===== src/rtl/bus_timer_peripheral_pkg.sv =====
// Shared constants and types for the bus-mapped interval timer.
package timer_pkg;

  localparam logic [7:0] TIMER_ADDR_LO  = 8'hF0;
  localparam logic [7:0] TIMER_ADDR_MID = 8'hF1;
  localparam logic [7:0] TIMER_ADDR_HI  = 8'hF3;

  localparam int COUNT_W = 24;

  typedef enum logic {
    IDLE = 1'b0,
    RUN  = 1'b1
  } timer_state_t;

endpackage


===== src/rtl/bus_timer_peripheral_if.sv =====
// Processor-side bus/interrupt bundle of the timer; master = processor, slave = timer.
interface bus_timer_peripheral_if #(
  parameter int COUNT_W = timer_pkg::COUNT_W
);

  logic [7:0]         BUS_DATA;
  logic               BUS_WE;
  logic               SEL_LO;
  logic               SEL_MID;
  logic               SEL_HI;
  logic               IRQ_ACK;
  logic               IRQ_RAISE;
  logic               OVERRUN;
  logic [COUNT_W-1:0] TIMER_COUNT;

  modport master (
    output BUS_DATA, BUS_WE, SEL_LO, SEL_MID, SEL_HI, IRQ_ACK,
    input  IRQ_RAISE, OVERRUN, TIMER_COUNT
  );

  modport slave (
    input  BUS_DATA, BUS_WE, SEL_LO, SEL_MID, SEL_HI, IRQ_ACK,
    output IRQ_RAISE, OVERRUN, TIMER_COUNT
  );

endinterface


===== src/rtl/bus_timer_peripheral_tick_prescaler.sv =====
// Divides the system clock down to a one-cycle tick pulse every PRESCALE_MAX+1 enabled cycles.
module tick_prescaler #(
  parameter int PRESCALE_MAX = 99_999
) (
  input  logic CLK,
  input  logic RESET,
  input  logic EN,
  input  logic CLR,
  output logic TICK
);

  localparam int PW = (PRESCALE_MAX > 0) ? $clog2(PRESCALE_MAX + 1) : 1;
  localparam logic [PW-1:0] PRESCALE_TOP = PW'(PRESCALE_MAX);

  logic [PW-1:0] presc_reg;

  // Disabled means held at zero, so a fresh RUN always starts a full tick period.
  always_ff @(posedge CLK or posedge RESET) begin
    if (RESET) begin
      presc_reg <= '0;
    end else if (CLR || !EN) begin
      presc_reg <= '0;
    end else if (presc_reg == PRESCALE_TOP) begin
      presc_reg <= '0;
    end else begin
      presc_reg <= presc_reg + PW'(1);
    end
  end

  assign TICK = EN && (presc_reg == PRESCALE_TOP);

endmodule


===== src/rtl/bus_timer_peripheral.sv =====
// Bus-mapped interval timer: byte-wise interval load, tick counter, level IRQ with overrun flag.
module bus_timer_peripheral
  import timer_pkg::*;
#(
  parameter int CLK_FREQ_HZ = 100_000_000,
  parameter int TICK_HZ     = 1000,
  parameter int COUNT_W     = timer_pkg::COUNT_W
) (
  input  logic                   CLK,
  input  logic                   RESET,
  bus_timer_peripheral_if.slave  bus
);

  localparam int PRESCALE_MAX = CLK_FREQ_HZ / TICK_HZ - 1;

  logic [1:0]         lane_sel;
  logic [15:0]        shadow_bytes;
  logic               commit;
  logic               tick;
  logic               expire;
  logic [COUNT_W-1:0] interval_new;

  timer_state_t       state_reg, state_next;
  logic [COUNT_W-1:0] interval_reg;
  logic [COUNT_W-1:0] count_reg, count_next;
  logic               irq_reg, irq_next;
  logic               ovr_reg, ovr_next;

  assign lane_sel = {bus.SEL_MID, bus.SEL_LO};

  // Lower and middle bytes only stage data; nothing takes effect until the upper-byte write.
  generate
    for (genvar gi = 0; gi < 2; gi++) begin : g_shadow
      logic [7:0] byte_reg;
      always_ff @(posedge CLK or posedge RESET) begin
        if (RESET) begin
          byte_reg <= '0;
        end else if (bus.BUS_WE && lane_sel[gi]) begin
          byte_reg <= bus.BUS_DATA;
        end
      end
      assign shadow_bytes[gi*8 +: 8] = byte_reg;
    end
  endgenerate

  assign commit       = bus.BUS_WE && bus.SEL_HI;
  assign interval_new = COUNT_W'({bus.BUS_DATA, shadow_bytes});

  tick_prescaler #(
    .PRESCALE_MAX (PRESCALE_MAX)
  ) u_prescaler (
    .CLK   (CLK),
    .RESET (RESET),
    .EN    (state_reg == RUN),
    .CLR   (commit),
    .TICK  (tick)
  );

  always_ff @(posedge CLK or posedge RESET) begin
    if (RESET) begin
      state_reg    <= IDLE;
      interval_reg <= '0;
      count_reg    <= '0;
      irq_reg      <= 1'b0;
      ovr_reg      <= 1'b0;
    end else begin
      state_reg    <= state_next;
      count_reg    <= count_next;
      irq_reg      <= irq_next;
      ovr_reg      <= ovr_next;
      if (commit) begin
        interval_reg <= interval_new;
      end
    end
  end

  always_comb begin
    state_next = state_reg;
    count_next = count_reg;
    expire     = 1'b0;

    case (state_reg)
      IDLE: count_next = '0;
      RUN: begin
        if (tick) begin
          if (count_reg == interval_reg - COUNT_W'(1)) begin
            count_next = '0;
            expire     = 1'b1;
          end else begin
            count_next = count_reg + COUNT_W'(1);
          end
        end
      end
      default: state_next = IDLE;
    endcase

    // A commit restarts everything and overrides any expiry in the same cycle.
    if (commit) begin
      state_next = (interval_new != '0) ? RUN : IDLE;
      count_next = '0;
      expire     = 1'b0;
    end
  end

  always_comb begin
    irq_next = irq_reg;
    ovr_next = ovr_reg;
    if (commit) begin
      irq_next = 1'b0;
      ovr_next = 1'b0;
    end else if (expire) begin
      irq_next = 1'b1;
      if (irq_reg && !bus.IRQ_ACK) begin
        ovr_next = 1'b1;
      end
    end else if (bus.IRQ_ACK && irq_reg) begin
      irq_next = 1'b0;
    end
  end

  assign bus.IRQ_RAISE   = irq_reg;
  assign bus.OVERRUN     = ovr_reg;
  assign bus.TIMER_COUNT = count_reg;

endmodule


===== src/flat_wrapper.sv =====
// flat-port wrapper written by rule: the top's interface ports become plain ports
module bus_timer_peripheral_flat import timer_pkg::*;
#(
  parameter int CLK_FREQ_HZ = 100_000_000,
  parameter int TICK_HZ     = 1000,
  parameter int COUNT_W     = timer_pkg::COUNT_W
)
  (CLK, RESET, bus_BUS_DATA, bus_BUS_WE, bus_SEL_LO, bus_SEL_MID, bus_SEL_HI, bus_IRQ_ACK, bus_IRQ_RAISE, bus_OVERRUN, bus_TIMER_COUNT);
  bus_timer_peripheral_if #(.COUNT_W(COUNT_W)) bus_i ();
  input  logic CLK;
  input  logic RESET;
  input wire logic [$bits(bus_i.BUS_DATA)-1:0] bus_BUS_DATA;
  input wire logic [$bits(bus_i.BUS_WE)-1:0] bus_BUS_WE;
  input wire logic [$bits(bus_i.SEL_LO)-1:0] bus_SEL_LO;
  input wire logic [$bits(bus_i.SEL_MID)-1:0] bus_SEL_MID;
  input wire logic [$bits(bus_i.SEL_HI)-1:0] bus_SEL_HI;
  input wire logic [$bits(bus_i.IRQ_ACK)-1:0] bus_IRQ_ACK;
  output wire logic [$bits(bus_i.IRQ_RAISE)-1:0] bus_IRQ_RAISE;
  output wire logic [$bits(bus_i.OVERRUN)-1:0] bus_OVERRUN;
  output wire logic [$bits(bus_i.TIMER_COUNT)-1:0] bus_TIMER_COUNT;
  assign bus_i.BUS_DATA = bus_BUS_DATA;
  assign bus_i.BUS_WE = bus_BUS_WE;
  assign bus_i.SEL_LO = bus_SEL_LO;
  assign bus_i.SEL_MID = bus_SEL_MID;
  assign bus_i.SEL_HI = bus_SEL_HI;
  assign bus_i.IRQ_ACK = bus_IRQ_ACK;
  assign bus_IRQ_RAISE = bus_i.IRQ_RAISE;
  assign bus_OVERRUN = bus_i.OVERRUN;
  assign bus_TIMER_COUNT = bus_i.TIMER_COUNT;
  bus_timer_peripheral #(.CLK_FREQ_HZ(CLK_FREQ_HZ), .TICK_HZ(TICK_HZ), .COUNT_W(COUNT_W)) u_core (.CLK(CLK), .RESET(RESET), .bus(bus_i));
endmodule

===== config.mk =====
export PLATFORM = sky130hd
export DESIGN_NAME = bus_timer_peripheral_flat
export DESIGN_NICKNAME = d
export VERILOG_FILES = /design/src/rtl/bus_timer_peripheral_pkg.sv /design/src/rtl/bus_timer_peripheral_if.sv /design/src/rtl/bus_timer_peripheral_tick_prescaler.sv /design/src/rtl/bus_timer_peripheral.sv /design/src/flat_wrapper.sv
export SDC_FILE = /design/constraint.sdc
export NUM_CORES = 1
export LEC_CHECK = 0
export ABC_AREA = 1
export ABC_CLOCK_PERIOD_IN_PS = 6200
export BUFFER_PORTS_ARGS = -buffer_cell sky130_fd_sc_hd__buf_2
export CORE_ASPECT_RATIO = 0.75
export CORE_MARGIN = 5
export CORE_UTILIZATION = 45
export CTS_CLUSTER_DIAMETER = 60
export DETAILED_ROUTE_END_ITERATION = 8
export SYNTH_ARGS = -nofsm -noshare
export SYNTH_HDL_FRONTEND = slang
export SYNTH_SLANG_ARGS = --single-unit

===== constraint.sdc =====
create_clock -name CLK -period 6.2 [get_ports CLK]
set_clock_uncertainty 0.15 [all_clocks]
set_input_delay 0.31 -clock CLK [delete_from_list [all_inputs] [get_ports CLK]]
set_output_delay 0.31 -clock CLK [all_outputs]
set_load 0.005 [all_outputs]

==> impl_results.md <==
* ANT cells at 0
* Wire length per cell at about 15 um
* Via count at roughly 4800
* Worst EP arrival at ~3.1 ns
* Static Leak at about 2.8 nW
* Max-slew violation count at 0
* Largest area contributor in the netlist: dfrtp_1
* Max FO, Critical Path at 39
* Fmax at 333 MHz
* Postcts setup bufs at 0
* Synth top area share at 0.403
* Non-filler cells, final at between 900 and 1000
* Initial Utilization at 0.454
* Placement Setup Slack at between 2 and 3 ns
* Via density at 5.19
* Kind of end point of the critical path: register
* Share of cells above drive strength 1 at 0.124
* Clk network pwr share at 0.378
* Post-synth EDFFs at 0
* Primary FF master, synth: dfrtp_1
* Die width at about 130 um
* First-pass DRT Iterations at 5
* Reg clk slew, reported paths at approximately 0.060 ns
* Status: finished clean
* Min Tclk post-route at roughly 3.0 ns
* Rows at 34
* Syn Nets at 751
* Max Root-Sink Buffers at 2
* Synthesis-to-layout area growth at 12.4%
* Global Route Usage Sum at 0.215
* Most common cell in the netlist: nand2_1
* Most common library cells after synthesis: 197 x nand2_1, 91 x inv_1, 86 x nor2_1, 84 x dfrtp_1, 55 x o21ai_0
* Worst r2r src: u_core.u_prescaler.presc_reg[0]
* Worst IR Drop VDD at between 100 and 150 uV
* IO Port Bufs at 40
* Drt drc at 0
* Area after DPL at ~5500 um^2
* Placed cell count at between 900 and 1000
* Hold-fix buffers, CTS at 0
* Largest net degree at the start of global routing at 85
* PD cells at roughly 260 nW/um^2
* Antenna violations before repair at 0
* Fin nets at 789
* Mapped Avg Cell Area at ~7.1 um^2
* Switching fraction of total power at 0.316
* Tightest Pin Transition at between 1 and 1.5 ns
* Int Power at between 1 and 1.5 mW
* Setup CP Type: input port to register
* Comb pwr share at 0.205
* Max_cap viols at 0
* Critical path capture point: u_core.bus.TIMER_COUNT[17]
* R2R setup slack at ~3.4 ns
* Gr ovfl total at 0
* Distinct cells, synth at 34
* Seq/Total Area, Yosys at 0.403
* CTS tree: built
* TritonCTS sink count at 84
* Type of the worst min-delay path: input port to register
* Reg power frac at 0.417
* First-pass GRT wire length at approximately 23000 um
* Cell Area, Synth at ~5200 um^2
* Design area at 5860 um^2
* Post-synthesis register bit count at 84
* CP startpoint kind: input port
* Slew headroom at 0.273
* RSZ-0062 raised after global routing: no
* Clk Latency, worst-skew pair at roughly 0.35 ns
* Required @ worst endpoint at 6.32 ns
* Tcrit/Tclk final at 0.484
* Routability cong. at a little over 0.9
* Ports at 41
* Crit path launch: bus_BUS_WE
* Synth area leaders: dfrtp_1 40%, nand2_1 14%, inv_1 6.5%, nor2_1 6.2%, o21ai_0 5.3%
* # resized after CTS at 0
* Post-route setup TNS at 0 ns
* Die Y at ~100 um
* # H-tree levels at 3
* Reg2reg end: u_core.bus.TIMER_COUNT[17]
* Core area at 11500 um^2
* Root buf cell: clkbuf_16
* Syn Inst Count at 733
* DRT iter0 DRCs at ~400
* Final Hold Fails at 0
* Die Area at approximately 14000 um^2
* Endpoints failing setup at 0
* NetSw at approximately 0.49 mW
* Layout fillers at ~1100
* Total wire length at 14200 um
* Yosys warns at 0
* Worst reg-to-reg path cell count at 12
* CTS buffer count at 9
* Post-DP HPWL at around 11000 um
* Post-synth ARST share at 1.00
* Routed Antenna Nets at 0
* Vias in the first global route at between 4000 and 5000
* Final worst slack at roughly 3.2 ns
[cell families after synthesis]
group           share of synthesized area
xor+xnor                           0.0688
fa+ha+maj                         0.00720
compound gates                     0.0995
flops                               0.403
simple gates                        0.336
buf+inv                            0.0852
[critical path, cell delays in order]
cell	delay, ns
buf_2	0.10
nand2_1	0.36
inv_1	0.73
nor2_1	0.24
nand2_1	0.13
buf_4	0.39
inv_1	0.40
nor3_1	0.25
o21ai_0	0.09
a21oi_1	0.11
[layout make-up]
type | instances | area, um^2 | share of cell area
tap | 144 | 180 | 0.0307
sequential | 84 | 2100 | 0.359
clock inverter | 4 | 72.6 | 0.0124
clock buffer | 12 | 246 | 0.0420
multi-input combinational | 534 | 2670 | 0.455
inverter | 100 | 377 | 0.0642
timing repair buffer | 42 | 215 | 0.0367
[routing by layer]
layer  up-vias  global-route usage  part of all wire
met5         -                   0                 0
met1      2212               0.347              0.54
met3        14              0.0484             0.060
li1       2401                   -                 -
met2       145               0.290              0.39
met4         0              0.0415            0.0099
[placed cells by master, fill, tap and decap left out, types with 3 or more instances in the layout]
cell type  netlist  final
xor2_1          30     30
nand2_2          7      7
a21oi_1         26     26
inv_2            9      9
dfrtp_1         84     84
clkbuf_16        0      9
xnor2_1         11     11
nor3_1          15     15
o21ai_1         15     15
nand3b_1         5      5
nor2_4           4      4
o21ai_0         55     55
nor2_1          86     86
ha_1             3      3
nand2_1        197    197
inv_1           91     90
nor4_1           5      5
nand4_1         13     13
nand3_1         37     37
nor2_2           9      9
buf_2            4     40
[how the worst min path moves through the flow]
stage          cells past startpoint                               end                              from
2_1_floorplan                      1  u_core.u_prescaler.presc_reg[16]  u_core.u_prescaler.presc_reg[16]
6_report                           4              u_core.bus.IRQ_RAISE                       bus_IRQ_ACK
5_1_grt                            4              u_core.bus.IRQ_RAISE                       bus_IRQ_ACK
4_1_cts                            4              u_core.bus.IRQ_RAISE                       bus_IRQ_ACK
3_5_place_dp                       1  u_core.u_prescaler.presc_reg[16]  u_core.u_prescaler.presc_reg[16]
3_3_place_gp                       1  u_core.u_prescaler.presc_reg[16]  u_core.u_prescaler.presc_reg[16]
[power by group through the flow]
stage	registers, mW	clock network [mW]	logic (mW)
after floorplan	0.632	0	0.241
after global placement	0.650	0	0.305
after global routing	0.646	0.618	0.359
after detailed placement	0.650	0	0.311
final	0.641	0.582	0.315
after CTS	0.640	0.595	0.313
[metrics by stage]
step / hold slack (ns) / total power [mW] / utilization
after CTS: 0.110 / 1.55 / 0.510
after detailed placement: 0.325 / 0.961 / 0.483
after global routing: 0.122 / 1.62 / 0.510
final: 0.109 / 1.54 / 0.510
after floorplan: 0.284 / 0.873 / -
after global placement: 0.325 / 0.955 / 0.483
(Power assumes the default switching activity.)
